### src/rtl/audio_wb_dma_reader_pkg.sv
// Shared audio definitions: DMA reader FSM encoding, frame geometry and the
// audio_data field layout also used by the audio register file.
package audio_wb_dma_reader_pkg;

   typedef enum logic [2:0] {
      ST_IDLE,
      ST_REQ_L,
      ST_WAIT_L,
      ST_REQ_R,
      ST_WAIT_R,
      ST_PUSH,
      ST_DONE
   } dma_state_t;

   localparam logic [31:0] FRAME_STRIDE = 32'd8;
   localparam logic [31:0] CHAN_OFFSET  = 32'd4;

   localparam int SAMPLE_W      = 24;
   localparam int AUD_LEFT_LSB  = 0;
   localparam int AUD_RIGHT_LSB = SAMPLE_W;
   localparam int AUD_DATA_W    = 2 * SAMPLE_W;

   function automatic logic [AUD_DATA_W-1:0] pack_frame(input logic [SAMPLE_W-1:0] left,
                                                        input logic [SAMPLE_W-1:0] right);
      logic [AUD_DATA_W-1:0] f;
      f = '0;
      f[AUD_LEFT_LSB  +: SAMPLE_W] = left;
      f[AUD_RIGHT_LSB +: SAMPLE_W] = right;
      return f;
   endfunction

endpackage

### src/rtl/audio_wb_dma_reader_watchdog.sv
// Bus response watchdog: loaded when a strobe is accepted, counts down while
// waiting for ack/err. TIMEOUT_CYCLES = 0 never expires.
module audio_wb_watchdog #(
   parameter int unsigned TIMEOUT_CYCLES = 255
) (
   input  logic clk,
   input  logic rst,
   input  logic load_i,
   input  logic enable_i,
   output logic expired_o
);

   localparam int unsigned CW = (TIMEOUT_CYCLES < 2) ? 1 : $clog2(TIMEOUT_CYCLES + 1);

   logic [CW-1:0] cnt_q, cnt_d;

   always_comb begin
      cnt_d = cnt_q;
      if (load_i)
         cnt_d = CW'(TIMEOUT_CYCLES);
      else if (enable_i && cnt_q != '0)
         cnt_d = cnt_q - CW'(1);
   end

   always_ff @(posedge clk or negedge rst) begin
      if (!rst) cnt_q <= '0;
      else      cnt_q <= cnt_d;
   end

   // Fires on the last permitted wait cycle, so the wait lasts exactly TIMEOUT_CYCLES.
   assign expired_o = (TIMEOUT_CYCLES != 0) && enable_i && (cnt_q == CW'(1));

endmodule

### src/rtl/audio_wb_dma_reader.sv
// Wishbone pipelined read initiator: fetches {left,right} sample words per
// frame and pushes them into the audio FIFO in place of CPU register writes.
module audio_wb_dma_reader
   import audio_wb_dma_reader_pkg::*;
#(
   parameter int unsigned TIMEOUT_CYCLES = 255,
   parameter int unsigned FRAME_CNT_BITS = 16
) (
   input  logic                      clk,
   input  logic                      rst,
   input  logic                      start,
   input  logic                      abort,
   input  logic                      loop_en,
   input  logic [31:0]               base_addr,
   input  logic [FRAME_CNT_BITS-1:0] num_frames,
   output logic                      busy,
   output logic                      done,
   output logic                      error,
   output logic [FRAME_CNT_BITS-1:0] frames_done,
   output logic [31:0]               wbm_adr_o,
   input  logic [31:0]               wbm_dat_i,
   output logic [3:0]                wbm_sel_o,
   output logic                      wbm_we_o,
   output logic                      wbm_cyc_o,
   output logic                      wbm_stb_o,
   input  logic                      wbm_stall_i,
   input  logic                      wbm_ack_i,
   input  logic                      wbm_err_i,
   output logic [AUD_DATA_W-1:0]     audio_data,
   output logic                      audio_valid,
   input  logic                      fifo_ready
);

   dma_state_t                state_q, state_d;
   logic [31:0]               cur_q, cur_d;
   logic [FRAME_CNT_BITS-1:0] num_q, num_d;
   logic [FRAME_CNT_BITS-1:0] fdone_q, fdone_d;
   logic [SAMPLE_W-1:0]       left_q, left_d;
   logic [SAMPLE_W-1:0]       right_q, right_d;
   logic                      err_q, err_d;
   logic                      abort_pend_q, abort_pend_d;
   logic                      gap_q, gap_d;

   logic                      pend;
   logic                      last_frame;
   logic [FRAME_CNT_BITS-1:0] fdone_inc;
   logic [31:0]               base_aligned;
   logic                      wd_load, wd_en, wd_expired;
   logic                      unused_dat;

   assign pend         = abort | abort_pend_q;
   assign fdone_inc    = fdone_q + FRAME_CNT_BITS'(1);
   assign last_frame   = (fdone_inc == num_q);
   assign base_aligned = {base_addr[31:2], 2'b00};
   assign unused_dat   = ^wbm_dat_i[31:SAMPLE_W];

   audio_wb_watchdog #(
      .TIMEOUT_CYCLES (TIMEOUT_CYCLES)
   ) u_wd (
      .clk       (clk),
      .rst       (rst),
      .load_i    (wd_load),
      .enable_i  (wd_en),
      .expired_o (wd_expired)
   );

   always_comb begin
      state_d      = state_q;
      cur_d        = cur_q;
      num_d        = num_q;
      fdone_d      = fdone_q;
      left_d       = left_q;
      right_d      = right_q;
      err_d        = err_q;
      abort_pend_d = (state_q == ST_IDLE) ? 1'b0 : pend;
      gap_d        = 1'b0;
      wbm_cyc_o    = 1'b0;
      wbm_stb_o    = 1'b0;
      wbm_adr_o    = '0;
      audio_valid  = 1'b0;
      wd_load      = 1'b0;
      wd_en        = 1'b0;

      unique case (state_q)
         ST_IDLE: begin
            if (start) begin
               if (num_frames != '0) begin
                  cur_d   = base_aligned;
                  num_d   = num_frames;
                  err_d   = 1'b0;
                  fdone_d = '0;
                  state_d = ST_REQ_L;
               end else begin
                  state_d = ST_DONE;
               end
            end
         end

         // Only safe abort point on the bus side: nothing has been accepted yet.
         ST_REQ_L: begin
            wbm_adr_o = cur_q;
            if (pend) begin
               state_d = ST_DONE;
            end else begin
               wbm_cyc_o = 1'b1;
               wbm_stb_o = 1'b1;
               if (!wbm_stall_i) begin
                  wd_load = 1'b1;
                  state_d = ST_WAIT_L;
               end
            end
         end

         ST_WAIT_L: begin
            wbm_cyc_o = 1'b1;
            wbm_adr_o = cur_q;
            wd_en     = 1'b1;
            if (wbm_err_i) begin
               err_d   = 1'b1;
               state_d = ST_DONE;
            end else if (wbm_ack_i) begin
               left_d  = wbm_dat_i[SAMPLE_W-1:0];
               gap_d   = 1'b1;
               state_d = ST_REQ_R;
            end else if (wd_expired) begin
               err_d   = 1'b1;
               state_d = ST_DONE;
            end
         end

         // First cycle after the left ack is a bus-idle gap (cyc low).
         ST_REQ_R: begin
            wbm_adr_o = cur_q + CHAN_OFFSET;
            if (!gap_q) begin
               wbm_cyc_o = 1'b1;
               wbm_stb_o = 1'b1;
               if (!wbm_stall_i) begin
                  wd_load = 1'b1;
                  state_d = ST_WAIT_R;
               end
            end
         end

         ST_WAIT_R: begin
            wbm_cyc_o = 1'b1;
            wbm_adr_o = cur_q + CHAN_OFFSET;
            wd_en     = 1'b1;
            if (wbm_err_i) begin
               err_d   = 1'b1;
               state_d = ST_DONE;
            end else if (wbm_ack_i) begin
               right_d = wbm_dat_i[SAMPLE_W-1:0];
               state_d = pend ? ST_DONE : ST_PUSH;
            end else if (wd_expired) begin
               err_d   = 1'b1;
               state_d = ST_DONE;
            end
         end

         ST_PUSH: begin
            if (fifo_ready) begin
               audio_valid = 1'b1;
               cur_d       = cur_q + FRAME_STRIDE;
               fdone_d     = fdone_inc;
               if (!last_frame) begin
                  state_d = ST_REQ_L;
               end else if (loop_en) begin
                  cur_d   = base_aligned;
                  fdone_d = '0;
                  state_d = ST_REQ_L;
               end else begin
                  state_d = ST_DONE;
               end
            end
         end

         ST_DONE: state_d = ST_IDLE;

         default: state_d = ST_IDLE;
      endcase
   end

   always_ff @(posedge clk or negedge rst) begin
      if (!rst) begin
         state_q      <= ST_IDLE;
         cur_q        <= '0;
         num_q        <= '0;
         fdone_q      <= '0;
         left_q       <= '0;
         right_q      <= '0;
         err_q        <= 1'b0;
         abort_pend_q <= 1'b0;
         gap_q        <= 1'b0;
      end else begin
         state_q      <= state_d;
         cur_q        <= cur_d;
         num_q        <= num_d;
         fdone_q      <= fdone_d;
         left_q       <= left_d;
         right_q      <= right_d;
         err_q        <= err_d;
         abort_pend_q <= abort_pend_d;
         gap_q        <= gap_d;
      end
   end

   assign busy        = (state_q != ST_IDLE);
   assign done        = (state_q == ST_DONE);
   assign error       = err_q;
   assign frames_done = fdone_q;
   assign audio_data  = pack_frame(left_q, right_q);
   assign wbm_sel_o   = 4'hF;
   assign wbm_we_o    = 1'b0;

endmodule

### config.mk
export PLATFORM = sky130hd
export DESIGN_NAME = audio_wb_dma_reader
export DESIGN_NICKNAME = d
export VERILOG_FILES = /design/src/rtl/audio_wb_dma_reader_pkg.sv /design/src/rtl/audio_wb_dma_reader_watchdog.sv /design/src/rtl/audio_wb_dma_reader.sv
export SDC_FILE = /design/constraint.sdc
export NUM_CORES = 1
export LEC_CHECK = 0
export CAP_MARGIN = 20
export CORE_UTILIZATION = 40
export DETAILED_ROUTE_END_ITERATION = 12
export DONT_BUFFER_PORTS = 1
export GPL_ROUTABILITY_DRIVEN = 0
export GPL_TIMING_DRIVEN = 0
export MAX_ROUTING_LAYER = met4
export PLACE_DENSITY_LB_ADDON = 0.2
export SLEW_MARGIN = 20
export SYNTH_ARGS = -nofsm -noshare
export SYNTH_HDL_FRONTEND = slang
export SYNTH_SLANG_ARGS = --single-unit
### constraint.sdc
create_clock -name clk -period 7.7 [get_ports clk]
set_input_delay 0.77 -clock clk [delete_from_list [all_inputs] [get_ports clk]]
set_output_delay 0.77 -clock clk [all_outputs]
set_load 0.02 [all_outputs]
# Yosys cells after proc, flatten, opt, wreduce, memory -nomap -nowiden
# Index checks and enable logic that the tools add are counted.
totals:
  register_bits: 126
  latch_bits: 0
  ramBits: 0
  romBits: 0
  input_bits: 89
  output_inout_bits: 107
  word_cells: 102
  n_memories: 0
classes:
  n_addsub: 4
  multipliers: 0
  n_div: 0
  n_lt_le_gt_ge: 0
  n_eq_ne: 16
  n_shift: 0
  muxes: 52
  bitwise_logic: 2
  reduce_logical: 18
op_table:
  columns: ["operator", "count"]
  rows:
  - ["32-bit two-way mux", 5]
  - ["32-bit one-hot mux with 2 select lines", 2]
  - ["16-bit two-way mux", 5]
  - ["3-bit two-way mux", 14]
  - ["32-bit by 3-bit adder with 32-bit output, second input constant", 1]
  - ["32-bit by 4-bit adder with 32-bit output, second input constant", 1]
  - ["16-bit one-hot mux with 2 select lines", 1]
  - ["3-bit one-hot mux with 6 select lines", 1]
  - ["1-bit two-way mux", 17]
  - ["16-bit by 1-bit adder with 16-bit output, second input constant", 1]
  - ["16-bit == test", 1]
  - ["8-bit two-way mux", 2]
  - ["16-bit nonzero test", 1]
  - ["5-bit AND reduction", 2]
  - ["3-bit == test, second input constant", 3]
  - ["3-bit AND reduction", 3]
  - ["8-bit by 1-bit == test with 1-bit output, second input constant", 1]
  - ["2-bit inequality test, second input constant", 4]
  - ["8-bit nonzero test", 1]
  - ["8-bit by 1-bit subtractor with 8-bit output, second input constant", 1]
  - ["3-bit by 2-bit == test with 1-bit output, second input constant", 2]
  - ["1-bit one-hot mux with 2 select lines", 3]
  - ["2-bit nonzero test", 3]
  - ["2-bit OR reduction", 3]
  - ["13 further kinds", 14]

# Depth between registers and ports, before layout
# Gate-level depths: netlist (run 1).
depth:
  ltp_word: 8
  depth_mapped: 10
  ltp_nobuf: 8

# Modules after synthesis
# Synthesis (run 1) repeated with hierarchy kept, for this count alone.
hier_totals:
  cells_unflattened: 877
  area_unflattened_um2: 8015.2
by_module_without_submodules:
  columns: ["mod", "instances", "cells_each", "area_per_inst_um2", "seq_area_each_um2"]
  rows:
  - ["audio_wb_dma_reader", 1, 828, 7504.7, 2902.8]
  - ["audio_wb_watchdog", 1, 49, 510.5, 200.2]

# Worst setup path before layout (run 1)
# No wires, ideal clock.
synth_path:
  path_type: "register to register"
  start: "register fdone_q[0], in the netlist frames_done[0]"
  end: "register cur_q[2]"
  setup_time_ps: 127
  arrival_time_ps: 2940
  required_time_ps: 7573
  path_slack_ps: 4633
  stages_incl_launch_ff: 11
  n_path_buf: 2
  period_less_slack_ps: 3067
  path_cell_list: "dfrtp_1 ha_1 nand4_1 nor4_1 xnor2_1 nand2_1 or4b_1 buf_2 o21ai_2 buf_6 mux2_1"
synth_via:
  elab_chain_len: 5
synth_lines:
  columns: ["element", "line", "source"]
  rows:
  - ["start, declared", "audio_wb_dma_reader.sv:37", "logic [FRAME_CNT_BITS-1:0] fdone_q, fdone_d;"]
  - ["start signal, assigned", "audio_wb_dma_reader.sv:198", "fdone_q <= fdone_d;"]
  - ["16-bit by 1-bit adder with 16-bit output", "audio_wb_dma_reader.sv:52", "assign fdone_inc = fdone_q + FRAME_CNT_BITS'(1);"]
  - ["16-bit == test", "audio_wb_dma_reader.sv:53", "assign last_frame = (fdone_inc == num_q);"]
  - ["32-bit two-way mux", "audio_wb_dma_reader.sv:165", "if (!last_frame) begin"]
  - ["32-bit two-way mux", "audio_wb_dma_reader.sv:161", "if (fifo_ready) begin"]
  - ["32-bit one-hot mux with 2 select lines", "audio_wb_dma_reader.sv:84", "unique case (state_q)"]
  - ["end signal, assigned", "audio_wb_dma_reader.sv:196", "cur_q <= cur_d;"]
  - ["end, declared", "audio_wb_dma_reader.sv:35", "logic [31:0] cur_q, cur_d;"]
# Every way passes these cells. The select of a mux whose other input is x is not followed.
# A chain may end at the register's enable or synchronous reset.

# Worst setup path in the final report (run 1)
layout_path:
  start: "register cur_q[16]"
  end: "output port wbm_adr_o[31]"
layout_via:
  elab_chain_len: 2
layout_lines:
  columns: ["element", "line", "source"]
  rows:
  - ["32-bit by 3-bit adder with 32-bit output", "audio_wb_dma_reader.sv:133, audio_wb_dma_reader.sv:146", null]
  - ["32-bit one-hot mux with 2 select lines", "audio_wb_dma_reader.sv:84", null]
  - ["end, declared", "audio_wb_dma_reader.sv:20", "output logic [31:0] wbm_adr_o,"]
# Every way passes these cells.

==> results.json, run 1 <==
{
  "dp_hpwl_mm": 17.4,
  "fin_crit_sh": 0.556,
  "setup_viol": 0,
  "endpoint": "wbm_adr_o[31]",
  "syn_to_final_growth_pct": 11.5,
  "seq_area_frac_synth": 0.407,
  "synth_area_per_cell_sq_um": 8.66,
  "clock_path_buffers": 2,
  "drv_cap": 0,
  "period_needed_ps": 4280,
  "grt_max_degree": 125,
  "cts_resized": 0,
  "fin_util": 0.455,
  "relSlewSlack": 0.286,
  "required_ps": 6930,
  "slew_violations": 0,
  "fmax_mhz": 233,
  "ioPinCount": 196,
  "netlist_instances": 881,
  "finalWirelength_mm": 23.9,
  "grtUsageTotal": 0.258,
  "antenna_left": 0,
  "grt_pass1_wl_mm": 37.5,
  "dieArea_sq_um": 19600,
  "die_w_um": 140,
  "die_h_um": 140,
  "tns_ps": 0,
  "crit_fanout": 8,
  "layout-drive-gt1-share": 0.109,
  "r2r_cells": 9,
  "dr.pass1.iters": 5,
  "nNetsFinal": 1000,
  "ff2ff_setup_slack_ps": 3930,
  "reg2reg_to": "cur_q[11]",
  "root_buffer": "clkbuf_16",
  "netlist_area_sq_um": 7630,
  "synth_warnings": 0,
  "critPathLaunch": "cur_q[16]",
  "gr-total-overflow": 0,
  "drc": 0,
  "rsz0062_at_grt": "false",
  "cts_tree": "yes",
  "reg2reg_from": "frames_done[0]",
  "synth-edff-count": 0,
  "rows": 50,
  "grt_antenna_before_repair": 1,
  "h-tree-depth": 4,
  "power_density_nw_per_um2": 426,
  "p_leak_nw": 3.51,
  "critPathLaunchType": "register",
  "post_drt_wl_per_cell_um": 20.8,
  "start_util": 0.408,
  "hold_path.class": "primary input to asynchronous set/reset pin",
  "tightest_slew_ps": 1060,
  "coreArea_sq_um": 18700,
  "yosys_most_used_dff": "dfrtp_1",
  "clk_latency_ps": 420,
  "crit_type": "register to output pin",
  "hold_violations": 0,
  "status": "finished, final reports clean",
  "numPortBuffers": 0,
  "cts_hold_buffers": 0,
  "ys_types": 71,
  "numCtsBuffers": 17,
  "synth-seq-cells": 124,
  "arrival_ps": 3510,
  "place_ws_ps": 3930,
  "grt_pass1_vias": 6696,
  "via_count": 6804,
  "clkSlewWorstSetupHoldPaths_ps": 60,
  "cts.sinks": 124,
  "finalClockSkew_ps": 8.75,
  "postCtsSetupRepairBufs": 0,
  "setup_ws_ps": 3420,
  "ir_worst_vdd_mv": 0.279,
  "via_per_inst": 5.90,
  "synthArstFlopShare": 1.00,
  "initialDrtViolationCount": 469,
  "end_kind": "output pin"
}
worst max-delay path, stage by stage, from the launching register on:
cell and delay, ps:
dfrtp_1 320, clkbuf_1 360, nand4_1 320, nor3_1 660, and4_1 290, clkbuf_1 220
nand3_1 170, o31ai_1 750
Yosys cell counts (all sizes together), types with 4 or more instances:
| cell type | instances | share of area |
|---|---|---|
| and2 | 6 | 0.0049 |
| xnor2 | 26 | 0.030 |
| a21oi | 33 | 0.022 |
| a211oi | 6 | 0.0059 |
| a221oi | 5 | 0.0057 |
| buf | 23 | 0.019 |
| inv | 26 | 0.013 |
| a21o | 7 | 0.0069 |
| nand2 | 134 | 0.066 |
| ha | 6 | 0.0098 |
| a221o | 14 | 0.018 |
| dfrtp | 124 | 0.41 |
| and4 | 6 | 0.0069 |
| o41ai | 4 | 0.0046 |
| nand4 | 18 | 0.016 |
| clkbuf | 55 | 0.027 |
| o21ai | 53 | 0.035 |
| or3 | 7 | 0.0057 |
| or4 | 5 | 0.0049 |
| xor2 | 25 | 0.029 |
| nor4 | 15 | 0.013 |
| nor2b | 5 | 0.0041 |
| and3 | 9 | 0.0074 |
| o31ai | 18 | 0.018 |
| nand2b | 5 | 0.0041 |
| a311o | 5 | 0.0066 |
| o211ai | 4 | 0.0039 |
| a41oi | 5 | 0.0057 |
| nand3 | 43 | 0.029 |
| nor2 | 67 | 0.033 |
| o221ai | 6 | 0.0069 |
| nor3 | 28 | 0.018 |
| mux2 | 41 | 0.061 |
worst min-delay path by stage:
| stage | to | depth (start not counted) |
|---|---|---|
| global route | cur_q[9] | 0 |
| floorplan | abort_pend_q | 0 |
| finish | cur_q[8] | 0 |
| CTS | cur_q[9] | 0 |
| detailed placement | cur_q[9] | 0 |
| global placement | cur_q[9] | 0 |
flip-flops by register name, summed over array words and instances (netlist names):
signal	cells
left_q	24
gap_q	1
u_wd.cnt_q	8
state_q	3
error	1
right_q	24
num_q	16
abort_pend_q	1
frames_done	16
cur_q	30
per-layer routing:
layer / track usage / share of wire
met1: 0.328 / 0.43
met2: 0.400 / 0.46
met3: 0.0732 / 0.098
met4: 0.0711 / 0.018
met5: - / 0
through the flow:
step           total power [mW]  std cells  instance area [sq um]  hold WS [ps]
6_report                   3.62       1153                   8510          39.0
5_1_grt                    3.85       1153                   8510          14.4
4_1_cts                    3.62       1152                   8510          24.0
3_5_place_dp               2.82       1120                   7940           478
3_3_place_gp               2.80       1120                   7940           477
2_1_floorplan              2.42        886                   7650           474
logic make-up (layout without fill, tap and decap cells):
group / Yosys count / count (layout) / share of synthesized area
AO/OA/AOI/OAI: 186 / 186 / 0.168
XOR/XNOR: 52 / 52 / 0.0615
adder cells (fa/ha/maj): 6 / 6 / 0.00984
buffers and inverters: 105 / 137 / 0.0595
flip-flops: 124 / 124 / 0.407
multiplexers: 44 / 44 / 0.0645
other: 2 / 8 / 0.000984
AND/OR/NAND/NOR: 362 / 362 / 0.229
layout make-up:
| class | count | area [sq um] |
|---|---|---|
| fillers | 1871 | 10200 |
| multi-input cells | 657 | 4090 |
| flip-flops and latches | 124 | 3100 |
| clock buffers | 18 | 429 |
| plain buffers | 78 | 353 |
| well taps | 234 | 293 |
| clock inverters | 14 | 136 |
| inverters | 27 | 101 |
| diodes | 1 | 2.50 |
layout by cell type, fill, tap and decap left out, types with 26 or more instances in the layout:
cell / netlist / routed
a21oi_1: 33 / 33
clkbuf_1: 55 / 56
dfrtp_1: 124 / 124
mux2_2: 40 / 40
nand2_1: 134 / 134
nand3_1: 42 / 42
nor2_1: 67 / 67
nor3_1: 28 / 28
o21ai_0: 50 / 50
xnor2_1: 26 / 26
report_power, final:
| group | total [mW] | switching, mW | internal (mW) |
|---|---|---|---|
| logic | 1.51 | 0.986 | 0.526 |
| registers | 1.32 | 0.400 | 0.921 |
| clock network | 0.789 | 0.338 | 0.451 |
| total | 3.62 | 1.72 | 1.90 |
Note: power is estimated with default switching activity, not from simulation.
==> run 2: changes to the inputs <==
clock period = 3.7 ns   (was 7.7 ns; I/O delays follow)
==> run 2 against run 1 <==
  * Clock power increased by 110%
  * Global-route usage hardly changed
  * Critical path depth unchanged
  * Count of clock-buffer cells in the layout stayed put
  * Design area up 1.3%
  * Largest power group unchanged
  * Worst setup slack worse by 3200 ps
  * Highest routed layer unchanged
  * Hold slack improved by 6.8 ps
  * Wire length rose by 0.21%
  * Sequential power rose by 110%
  * Die area is the same
  * Total power rose by 110%
  * Largest cell class unchanged
  * Clock skew grew 2.9 ps
==> results.json, run 2 (synthesis gave the netlist of run 1 again) <==
{
  "crit_fanout": 8,
  "ir_worst_vdd_mv": 0.581,
  "antenna_left": 0,
  "drc": 0,
  "critPathLaunchType": "register",
  "via_per_inst": 5.88,
  "slew_violations": 0,
  "clock_path_buffers": 2,
  "reg2reg_to": "cur_q[2]",
  "die_h_um": 140,
  "clk_latency_ps": 430,
  "tightest_slew_ps": 1060,
  "switching_share": 0.478,
  "numPortBuffers": 0,
  "holdPathStages": 2,
  "dr.pass1.iters": 5,
  "cts.sinks": 124,
  "grt_max_degree": 125,
  "hold_path.class": "primary input to register",
  "syn_to_final_growth_pct": 13.0,
  "critPathBufInv": 1,
  "mostFrequentLayoutCell": "nand2_1",
  "dieArea_sq_um": 19600,
  "cp.depth": 7,
  "fin_area_sq_um": 8620,
  "clock_power_share": 0.216,
  "relSlewSlack": 0.286,
  "rows": 50,
  "gr-total-overflow": 0,
  "drv_cap": 0,
  "cts_tree": "yes",
  "die_w_um": 140,
  "fin_crit_sh": 0.940,
  "setup_viol": 0,
  "end_kind": "output pin",
  "path_delay_family": "simple AND/OR/NAND/NOR gates",
  "root_buffer": "clkbuf_16",
  "post_drt_wl_per_cell_um": 20.7,
  "endpoint": "wbm_adr_o[22]",
  "grt_antenna_before_repair": 1,
  "critPathLaunch": "cur_q[16]",
  "h-tree-depth": 4,
  "switchingPower_mw": 3.63,
  "coreArea_sq_um": 18700,
  "arrival_ps": 3110,
  "finalClockSkew_ps": 11.7,
  "internal-power_mw": 3.97,
  "cpPeakStageDelay_ps": 640,
  "dp.cells": 1120,
  "top_regs": "cur_q x30, left_q x24, right_q x24",
  "layout-drive-gt1-share": 0.122,
  "pwr-share-seq": 0.362,
  "reg2reg_from": "frames_done[1]",
  "grt_pass1_vias": 6703,
  "status": "finished, final reports clean",
  "required_ps": 3330,
  "largest_register_ff_count": 30,
  "r2r_cells": 10,
  "finalWirelength_mm": 24.0,
  "placed_cell_area_sq_um": 7940,
  "fin_util": 0.461,
  "initialDrtViolationCount": 496,
  "numCtsBuffers": 17,
  "power_density_nw_per_um2": 881,
  "dp_hpwl_mm": 17.4,
  "p_comb_frac": 0.422,
  "crit_type": "register to output pin",
  "ioPinCount": 196,
  "largest_register": "cur_q",
  "via_count": 6801,
  "clkSlewWorstSetupHoldPaths_ps": 60,
  "layout.cells.non_filler": 1156,
  "start_util": 0.408,
  "ff2ff_setup_slack_ps": 230,
  "period_needed_ps": 3480,
  "tns_ps": 0,
  "grtUsageTotal": 0.258,
  "layout_common_cells": "nand2_1 (134), dfrtp_1 (123), nor2_1 (67), clkbuf_1 (54), o21ai_0 (49)",
  "nNetsFinal": 1003,
  "hold_violations": 0,
  "cp_slowest_cell": "o21ai_0",
  "rsz0062_at_grt": "false",
  "cp_cell_sequence": "clkbuf_1, nand4_1, nor3_2, nand3_1, nor2_1, nand2_1, o21ai_0",
  "fmax_mhz": 288,
  "p_leak_nw": 3.58,
  "grt_pass1_wl_mm": 37.6
}
run 2: worst reg2reg max path, stage by stage (launching register included):
cell	delay, ps
dfrtp_1	510
ha_1	300
xnor3_1	380
nand3_1	80
nor4b_1	420
nand4_1	270
or4b_1	510
buf_2	200
o21ai_2	170
buf_6	190
mux2_1	330
run 2: per-layer routing:
| metal | vias up | GRT usage | wire length (um) | share of wire |
|---|---|---|---|---|
| met3 | 29 | 0.0732 | 2320 | 0.097 |
| met5 | - | - | 0 | 0 |
| met1 | 3266 | 0.330 | 10400 | 0.43 |
| met2 | 297 | 0.399 | 10900 | 0.45 |
| met4 | 0 | 0.0711 | 380 | 0.016 |
| li1 | 3209 | - | - | - |
run 2: through the flow:
| step | hold slack, ps | power (mW) | worst slack, ps |
|---|---|---|---|
| 6_report | 45.8 | 7.60 | 222 |
| 5_1_grt | 38.8 | 8.08 | 11.0 |
| 2_1_floorplan | 74.4 | 5.03 | 633 |
| 3_5_place_dp | 77.9 | 5.87 | -68.5 |
| 3_3_place_gp | 77.3 | 5.83 | -37.7 |
| 4_1_cts | 39.8 | 7.59 | 26.8 |
run 2: worst min-delay path by stage:
stage,startpoint,slack (ps),to
final,wbm_dat_i[6],50,left_q[6]
after global placement,rst,80,cur_q[9]
after detailed placement,rst,80,cur_q[9]
after floorplan,rst,70,abort_pend_q
after global routing,wbm_dat_i[17],40,left_q[17]
after CTS,wbm_dat_i[0],40,left_q[0]
run 2: power groups by stage:
stage,registers (mW),clock network [mW],logic [mW]
after floorplan,2.59,0,2.43
after detailed placement,2.76,0,3.11
after global placement,2.76,0,3.07
after global routing,2.84,1.74,3.51
final,2.75,1.65,3.20
after CTS,2.75,1.67,3.17
run 2: final cells by class:
type,instances,area [sq um]
fillers,1851,10100
diodes,1,2.50
flip-flops and latches,124,3100
inverters,27,101
clock inverters,14,136
repair buffers,3,45.0
clock buffers,18,429
multi-input cells,657,4160
well taps,234,293
plain buffers,78,355
run 2: what timing repair did:
action                                 CTS  global route
pin swaps                                0             1
buffers inserted                         0             1
hold buffers                             2             0
endpoints found under the hold margin  124             0
resized for setup                        3            13
cloned                                   0             0
setup endpoints to repair               21            53
==> run 3: changes to the inputs <==
ABC_AREA = 1   (was default)
DONT_BUFFER_PORTS = default   (was 1)
==> run 3 against run 2 <==
  * Hold slack improved by 410 ps
  * Synthesized cell count increased by 26%
  * Combinational power increased by 50%
  * Final cell count increased by 38%
  * Sequential share of layout area decreased by 6.4 points
  * Largest power group unchanged
  * Largest cell class unchanged
  * Area after synthesis increased by 1.7%
  * Design area increased by 22%
  * Total power increased by 16%
  * Via count increased by 21%
  * Count of clock-buffer cells in the layout unchanged
  * Utilization increased by 9.6 points
  * Global-route usage increased by 0.85 points
==> results.json, run 3 <==
{
  "clkSlewWorstSetupHoldPaths_ps": 60,
  "cpPeakStageDelay_ps": 660,
  "gr-total-overflow": 0,
  "crit_fanout": 10,
  "die_h_um": 141,
  "synth.area.top_cells": "dfrtp_1 (40%), nand2_1 (15%), nand3_1 (7.5%), inv_1 (6.8%), o21ai_0 (5.7%)",
  "reg2reg_to": "cur_q[19]",
  "placed_cell_area_sq_um": 9920,
  "slew_violations": 0,
  "postCtsSetupRepairBufs": 0,
  "fmax_mhz": 280,
  "coreArea_sq_um": 18800,
  "fin_area_sq_um": 10500,
  "dr.pass1.iters": 5,
  "ys_types": 41,
  "start_util": 0.412,
  "synth-seq-cells": 124,
  "seq_area_frac_synth": 0.400,
  "netlist_instances": 1114,
  "grtUsageTotal": 0.267,
  "cts.sinks": 124,
  "crit_type": "register to output pin",
  "cp_cell_sequence": "inv_1, nor2_1, inv_1, nor2_1, nor2_1, clkbuf_1, nor2_1, nor2_1, o22ai_1, clkdlybuf4s50_1",
  "grt_pass1_wl_mm": 39.9,
  "hold_violations": 0,
  "ir_worst_vdd_mv": 0.447,
  "root_buffer": "clkbuf_16",
  "status": "finished, final reports clean",
  "diodes": 0,
  "rows": 50,
  "initialDrtViolationCount": 642,
  "layout.cells.non_filler": 1591,
  "fillers": 1774,
  "cp_slowest_cell": "clkdlybuf4s50_1",
  "numPortBuffers": 178,
  "reg2reg_from": "frames_done[0]",
  "yosysMostFrequentCell": "nand2_1",
  "mostFrequentLayoutCell": "nand2_1",
  "drc": 0,
  "rsz0062_at_grt": "false",
  "period_needed_ps": 3570,
  "r2r_cells": 14,
  "drv_cap": 0,
  "required_ps": 3330,
  "dp.cells": 1558,
  "layout_common_cells": "nand2_1 (305), clkdlybuf4s50_1 (175), inv_1 (141), dfrtp_1 (124), nand3_1 (116)",
  "clk_latency_ps": 430,
  "grt_pass1_vias": 7818,
  "ff2ff_setup_slack_ps": 950,
  "via_per_inst": 5.17,
  "numCtsBuffers": 17,
  "nNetsFinal": 1413,
  "largest_register_ff_count": 30,
  "netlist_area_sq_um": 7760,
  "relSlewSlack": 0.534,
  "post_drt_wl_per_cell_um": 15.7,
  "finalClockSkew_ps": 10.8,
  "dieArea_sq_um": 20000,
  "tightest_slew_ps": 699,
  "grt_max_degree": 66,
  "syn_to_final_growth_pct": 35.2,
  "synthArstFlopShare": 1.00,
  "antenna_left": 0,
  "ioPinCount": 196,
  "p_leak_nw": 4.81,
  "die_w_um": 141,
  "cts_tree": "yes",
  "fin_crit_sh": 0.965,
  "via_count": 8219,
  "power_density_nw_per_um2": 837,
  "setup_viol": 0,
  "top_regs": "cur_q x30, left_q x24, right_q x24",
  "synth-edff-count": 0,
  "grt_antenna_before_repair": 0,
  "yosysTopAreaCell": "dfrtp_1",
  "synth_area_per_cell_sq_um": 6.97,
  "path_common_cell": "nor2_1",
  "synth_warnings": 0,
  "critPathLaunchType": "register",
  "yosys-top-cells-count": "nand2_1 (305), inv_1 (141), dfrtp_1 (124), nand3_1 (116), nor2_1 (96)",
  "yosys_most_used_dff": "dfrtp_1",
  "dp_hpwl_mm": 18.6,
  "layout-drive-gt1-share": 0.0541,
  "hold_path.class": "primary input to asynchronous set/reset pin",
  "arrival_ps": 3200,
  "synth_top_area_frac": 0.400,
  "finalWirelength_mm": 24.9,
  "end_kind": "output pin",
  "h-tree-depth": 4,
  "largest_register": "cur_q",
  "clock_path_buffers": 2
}
[run 3: cell types whose count changed after synthesis, sizes merged, moves of 9 or more]
cell    previous run  this run
o22ai              1        28
nand4             18        40
a21oi             33        19
and3               9         0
xnor2             26         2
o31ai             18         1
inv               26       144
nor2              67       100
a221o             14         0
o21ai             53        92
mux2              41         0
nand3             43       118
clkbuf            55        23
nand2            134       308
[run 3: where the power goes]
part | switching (mW) | internal [mW] | leakage (nW)
sequential | 0.463 | 1.93 | 1.55
clock | 0.693 | 0.885 | 0.269
combinational | 2.98 | 1.83 | 2.99
total | 4.14 | 4.64 | 4.81
[run 3: metal layers]
layer	global-route usage	up-vias	share of wire
met5	-	-	0
met1	0.347	3763	0.44
met4	0.110	0	0.028
met3	0.0675	52	0.085
li1	-	4058	-
met2	0.396	346	0.44
[run 3: how the worst max path moves through the flow]
| stage | cells after the start | endpoint | slack, ps | startpoint |
|---|---|---|---|---|
| floorplan | 9 | wbm_adr_o[28] | 1350 | cur_q[3] |
| global placement | 1 | cur_q[22] | -2960 | rst |
| detailed placement | 10 | wbm_adr_o[30] | 480 | cur_q[3] |
| CTS | 10 | wbm_adr_o[30] | 130 | cur_q[3] |
| global route | 10 | wbm_adr_o[19] | 2 | state_q[0] |
| finish | 10 | wbm_adr_o[19] | 130 | state_q[0] |
[run 3: per-stage QoR]
stage	hold WS (ps)	TNS, ps	utilization	setup slack (ps)	power (mW)
floorplan	74.4	0	-	1350	5.21
global placement	464	-365230	0.525	-2960	7.11
detailed placement	339	0	0.527	478	7.17
CTS	469	0	0.557	126	8.79
global route	482	0	0.557	2.06	9.41
finish	459	0	0.557	129	8.78
[run 3: cell families (layout without fill, tap and decap cells)]
group	Yosys count	in the layout	synth area share
other	2	7	0.000968
buffers and inverters	194	406	0.103
and+or+nand+nor	601	601	0.338
adders and majority gates	6	6	0.00967
DFF	124	124	0.400
xor gates and xnor gates	34	34	0.0384
AOI/OAI and AO/OA	153	153	0.110
[run 3: worst max-delay path, delay by kind of cell (launching register included)]
kind	cells	cell delay, ps
compound gates	1	270
buf+inv	4	1160
flops	1	430
simple gates	5	920
[run 3: repair_timing]
action / CTS / global route
hold buffers: 1 / 0
gates cloned: 0 / 0
resized for setup: 1 / 4
hold endpoints to repair: 59 / 0
endpoints found under the setup margin: 1 / 4
[run 3: final cells by class]
type                            count  area [sq um]  area share
Multi-Input combinational cell    801          3890       0.370
Sequential cell                   124          3100       0.296
Timing Repair Buffer              180          1830       0.174
Inverter                          145           544      0.0519
Clock buffer                       18           439      0.0419
Tap cell                          260           325      0.0310
Buffer                             49           253      0.0241
Clock inverter                     14           111      0.0106
